**src/rtl/lo_sweep_sequencer.sv**
```systemverilog
// lo_sweep_sequencer: steps the internal LO divider setting from a latched start to stop value, settling then dwelling at each step.
module lo_sweep_sequencer (
  input  logic       clk,
  input  logic       n_rst,
  input  logic       i_start,
  input  logic       i_abort,
  input  logic       i_ext_req,
  input  logic [2:0] i_start_sel,
  input  logic [2:0] i_stop_sel,
  input  logic [3:0] i_dwell_cfg,
  output logic       o_ext_lo_en,
  output logic [2:0] o_int_lo_settings,
  output logic       o_lo_valid,
  output logic       o_busy,
  output logic       o_done
);
  typedef enum logic [1:0] {IDLE, SETTLE, DWELL, DONE} state_t;
  state_t     r_state, w_next;
  logic [7:0] r_cnt, w_cnt;
  logic [2:0] r_set, w_set, r_stop, w_stop;
  logic [3:0] r_dwell, w_dwell;
  logic       r_ext, w_go;
  always_comb begin
    w_next  = r_state;
    w_cnt   = r_cnt + 8'd1;
    w_set   = r_set;
    w_stop  = r_stop;
    w_dwell = r_dwell;
    w_go    = r_state == IDLE && i_start && !i_ext_req && !i_abort;
    case (r_state)
      IDLE: begin
        w_cnt = 8'd0;
        if (w_go) begin
          w_next  = SETTLE;
          w_set   = i_start_sel;
          w_stop  = i_stop_sel;
          w_dwell = i_dwell_cfg;
        end
      end
      SETTLE: if (r_cnt == 8'd7) begin
        w_next = DWELL;
        w_cnt  = 8'd0;
      end
      DWELL: if (r_cnt == {r_dwell, 4'hF}) begin
        w_cnt  = 8'd0;
        w_next = r_set == r_stop ? DONE : SETTLE;
        w_set  = r_set == r_stop ? r_set : r_set + 3'd1;
      end
      DONE: begin
        w_next = IDLE;
        w_cnt  = 8'd0;
      end
    endcase
    // abort discards any pending step increment so the current setting holds
    if (i_abort) begin
      w_next = IDLE;
      w_cnt  = 8'd0;
      w_set  = r_set;
    end
  end
  always_ff @(posedge clk or posedge n_rst) begin
    if (n_rst) begin
      r_state <= IDLE;
      r_cnt   <= 8'd0;
      r_set   <= 3'd0;
      r_stop  <= 3'd0;
      r_dwell <= 4'd0;
      r_ext   <= 1'b0;
    end else begin
      r_state <= w_next;
      r_cnt   <= w_cnt;
      r_set   <= w_set;
      r_stop  <= w_stop;
      r_dwell <= w_dwell;
      r_ext   <= w_next == IDLE && i_ext_req;
    end
  end
  assign o_ext_lo_en       = r_ext;
  assign o_int_lo_settings = r_set;
  assign o_lo_valid        = r_state == DWELL;
  assign o_busy            = r_state == SETTLE || r_state == DWELL;
  assign o_done            = r_state == DONE;
endmodule

```
**config.mk**
```make
export PLATFORM = sky130hd
export DESIGN_NAME = lo_sweep_sequencer
export DESIGN_NICKNAME = d
export VERILOG_FILES = /design/src/rtl/lo_sweep_sequencer.sv
export SDC_FILE = /design/constraint.sdc
export NUM_CORES = 1
export LEC_CHECK = 0
export CORE_MARGIN = 5
export CORE_UTILIZATION = 45
export DETAILED_ROUTE_END_ITERATION = 6
export GPL_TIMING_DRIVEN = 1
export MAX_ROUTING_LAYER = met4
export PLACE_DENSITY = 0.71
export RECOVER_POWER = 100
export SYNTH_ARGS = -nofsm -noshare
export SYNTH_HDL_FRONTEND = slang
export SYNTH_SLANG_ARGS = --single-unit
```
**constraint.sdc**
```tcl
create_clock -name clk -period 5.7 [get_ports clk]
set_clock_uncertainty 0.05 [all_clocks]
set_input_delay 1.14 -clock clk [delete_from_list [all_inputs] [get_ports clk]]
set_output_delay 1.14 -clock clk [all_outputs]
set_load 0.005 [all_outputs]
```
## After elaboration in Yosys (flattened, before gate mapping)

Index checks and enable logic that the tools add are counted.
W data, S select, Z words.

- Output and inout bits: 7
- Word-level logic and storage cells: 45
- Register bits: 21
- Input bits: 15

- Bitwise logic cells: 1
- Muxes and demuxes: 14
- Add/subtract/negate cells: 2
- Eq/ne operators: 9
- Reductions and logical operators: 13

Operators by type and width:

| cell | number |
|---|---|
| $mux W8 | 3 |
| $pmux W8 S3 | 1 |
| $mux W2 | 5 |
| $mux W3 | 3 |
| $add A8 B1 Y8 const B | 1 |
| $eq A8 B3 Y1 const B | 1 |
| $eq A8 B8 Y1 | 1 |
| $pmux W2 S4 | 1 |
| $pmux W3 S2 | 1 |
| $reduce_and A5 Y1 | 1 |
| $eq A2 B2 Y1 const B | 2 |
| $logic_and A1 B1 Y1 | 4 |
| $logic_not A2 Y1 | 2 |
| $ne A2 B2 Y1 const B | 2 |
| $add A3 B1 Y3 const B | 1 |
| $eq A3 B3 Y1 | 1 |
| $eq A2 B1 Y1 const B | 1 |
| $logic_not A1 Y1 | 2 |
| $ne A2 B1 Y1 const B | 1 |
| $reduce_and A2 Y1 | 1 |
| $reduce_bool A2 Y1 | 1 |
| $reduce_or A2 Y1 | 1 |
| $logic_or A1 B1 Y1 | 1 |
| $not A1 Y1 | 1 |

## Logic depth before layout (Yosys ltp)

- Depth in word-level cells: 9
- Gate-level depth with buffers: 8
- Mapped depth without buffers: 7

## Worst setup path before layout

No wires, ideal clock.

- Path kind: input to register
- Start: input i_abort
- End: register r_set[2], in the netlist o_int_lo_settings[2]
- Buffers on the path: 0
- Slack: 3574 ps
- Data required time: 5564 ps
- Setup time: 86 ps
- Cell stages on the path: 5
- Arrival: 1990 ps
- Cells stage by stage: nand4bb_1 -> o31ai_2 -> nand4_2 -> o221a_1 -> nor3_1

- Word-level cells in the longest chain between the ends: 4
- Elaborated cells between the ends (all ways): 5
- Classes of those cells: eq/ne (1); bitwise (1); reduce/logical (3)

Ends and longest elaborated chain:

| item | RTL line | source |
|---|---|---|
| from (decl) | 6 | `input logic i_abort,` |
| $logic_not A1 Y1 | 29 | `w_go = r_state == IDLE && i_start && !i_ext_req && !i_abort;` |
| $logic_and A1 B1 Y1 | 29 |  |
| $ne A2 B2 Y1 (no line) | n/a |  |
| $reduce_and A5 Y1 (no line) (*) | n/a |  |
| to (signal assigned) | 72 | `r_set <= w_set;` |
| to (decl) | 20 | `logic [2:0] r_set, w_set, r_stop, w_stop;` |

Mark *: on every way between the ends. The rest lies on a longest branch, timed or not.
A chain may end at the register's enable or synchronous reset.

## Worst setup path in the final report

Ends and elaborated chain as after synthesis.

==> impl_metrics.ini <==
[outcome]
status = finished, final reports clean

[route]
vias_per_cell = 5.36
vias = 889
wire_per_inst_um = 14.2
dr.pass1.iters = 4
drc = 0
ant_nets = 0
initialDrtViolationCount = 61
routed_wl_mm = 2.36

[layout]
area_delta_synth_final_pct = 20.6
stdcell_count = 166
antennaDiodeCount = 0
n_fill_cell = 244
fin_util_pct = 55.4
nNetsFinal = 158
drive_above_1_share_pct = 11.9
final_cell_area_sq_um = 1490

[worst_setup_path]
start_kind = input port
arrival_ns = 3.39
path_class = in -> reg
end_kind = flop
cp_max_fo = 12
critPathRequiredTime_ns = 5.86

[power]
p_int_mw = 0.334
p_sw_share_pct = 34.8
p_leak_nw = 0.629
clkPwrFrac_pct = 13.2
p_sw_mw = 0.178
finalPower_mw = 0.512
pwr-share-seq_pct = 45.3
vdd_drop_max_mv = 0.284
combPwrFrac_pct = 41.4
power_density_nw_per_um2 = 344

[timing]
tightestPinTransition_ns = 0.807
finalHoldViolCount = 0
fin_crit_sh_pct = 56.5
slew_headroom_pct = 46.1
slew_violations = 0
fmaxAchievable_ghz = 0.310
worst_slack_ns = 2.48
holdWs_ns = 0.421
rsz0062_at_grt = no
setup_viol = 0
min_period_ns = 3.22
setup_tns_ns = 0

[clock_network]
cts_buffer_depth = 2
root_buffer = clkbuf_4
cts_setup_buffers = 0
cts_hold_buffers = 0
numCtsBuffers = 3
cts_num_sinks = 21
cts_tree = done
clk_latency_ns = 0.29
clkTransAtPathRegs_ns = 0.11
htree_levels = 1
cts_resized = 0

[placement]
port_buffers = 21
place_ws_ns = 2.27
place_congestion = 0.810
dp.cells = 162
dp_hpwl_mm = 1.81
dpl_cell_area_sq_um = 1470

[synth]
synthAdderAreaFrac_pct = 7.10
avgSynthCellArea_sq_um = 10.9
synth_top_family_by_area = compound AO/OA/AOI/OAI gates
synth_flop_cell = dfrtp_1
synthXorXnorAreaFrac_pct = 8.52
synth_nets = 135
syn_area_sq_um = 1230
synth_mux_area_share_pct = 7.20
synth_edf_count = 0
ys_types = 39
synthArstFlopShare_pct = 100
yosys_warnings = 0
synth-compound-area-share_pct = 16.8
yosys.area_share.simple_pct = 14.0
yosysSeqAreaShare_pct = 42.6
ys_seq_elements = 21
synth_cells = 113

[floorplanning]
dieArea_sq_um = 3890
die_w_um = 62.4
placementRows = 19
die_h_um = 62.4
core_sq_um = 2690
ios = 22
initial_utilization_pct = 45.9

[job]
maxCapViolations = 0

[hold_path]
hp-class = reg -> reg

[grt]
grt_max_degree = 22
grt-ovfl-total = 0
grt_usage_pct = 12.8
grt_pass1_vias = 900
antenna_found_initial = 0
grt_pass1_wl_mm = 4.10
==> state kept, by name, indices dropped and copies added, names as in the netlist <==
signal and flops:
r_stop 3, r_cnt 8, o_ext_lo_en 1, r_state 2, r_dwell 4, o_int_lo_settings 3
==> cells by family (layout without fill, tap and decap cells) <==
| logic type | Yosys count | in the layout |
|---|---|---|
| buf+inv | 11 | 33 |
| mux | 8 | 8 |
| fa+ha+maj | 7 | 7 |
| compound gates | 25 | 25 |
| flops | 21 | 21 |
| simple gates | 29 | 29 |
| xor+xnor | 12 | 12 |
==> layout by cell type (no fill, tap or decap), drive strengths merged, types with 6 or more instances in the layout <==
master         netlist  routed
nor2                10      10
ha                   7       7
clkdlybuf4s50        0      11
mux2                 7       7
dlygate4sd3          0      10
dfrtp               21      21
xnor2                6       6
inv                  8       8
xor2                 6       6
==> critical path: stages <==
cell and delay (ns):
dlygate4sd3_1 0.65, nand4bb_1 0.62, o31ai_1 0.36, nand4_2 0.18, o221a_1 0.26, nor3_1 0.17
==> power by group through the flow <==
stage	Sequential (mW)	Clock, mW	Combinational [mW]
finish	0.232	0.0679	0.212
global route	0.240	0.0793	0.237
CTS	0.233	0.0719	0.225
detailed placement	0.237	0	0.224
global placement	0.235	0	0.219
floorplan	0.229	0	0.153
==> cell type report <==
cell class              instances  area [sq um]  share of cell area, %
inverters                       8          30.0                   2.02
flip-flops and latches         21           526                   35.3
well taps                      31          38.8                   2.61
multi-input cells              81           657                   44.2
clock buffers                   4          26.3                   1.77
repair buffers                 21           210                   14.1
==> synthesized netlist by cell type, types with 2 or more instances <==
library cell | instances | area share, %
a21oi_1 | 2 | 0.81
nor3_1 | 2 | 0.81
o21ai_0 | 3 | 1.2
inv_1 | 8 | 2.4
a21o_1 | 2 | 1.2
a2111oi_0 | 2 | 1.4
xor2_1 | 6 | 4.3
nand3_1 | 4 | 1.6
nor2_1 | 10 | 3.0
dfrtp_1 | 21 | 43
nand2_1 | 4 | 1.2
xnor2_1 | 6 | 4.3
nand4bb_1 | 2 | 1.8
a211oi_1 | 2 | 1.2
o22ai_1 | 2 | 1.0
ha_1 | 7 | 7.1
o31ai_1 | 2 | 1.2
mux2_2 | 7 | 6.4
==> layer usage <==
layer | part of all wire, % | global-route usage [%] | vias up | wire length (um)
li1 | - | - | 455 | -
met1 | 48 | 16.4 | 420 | 1140
met2 | 47 | 20.7 | 12 | 1120
met3 | 3.7 | 2.52 | 2 | 87
met4 | 0.59 | 3.45 | 0 | 14
met5 | 0 | - | - | 0
==> worst paths after layout <==
path | from | slack (ns) | endpoint | cells past startpoint
worst min register to register | r_cnt[0] | 0.42 | r_cnt[0] | 1
max in group asynchronous | n_rst | 3.72 | r_cnt[3] | 2
min in group asynchronous | n_rst | 1.38 | r_dwell[0] | 2
worst min-delay path | r_cnt[0] | 0.42 | r_cnt[0] | 1
worst max register to register | r_state[0] | 3.21 | o_int_lo_settings[2] | 7
worst max-delay path | i_abort | 2.48 | o_int_lo_settings[2] | 6
(Power assumes the default switching activity.)
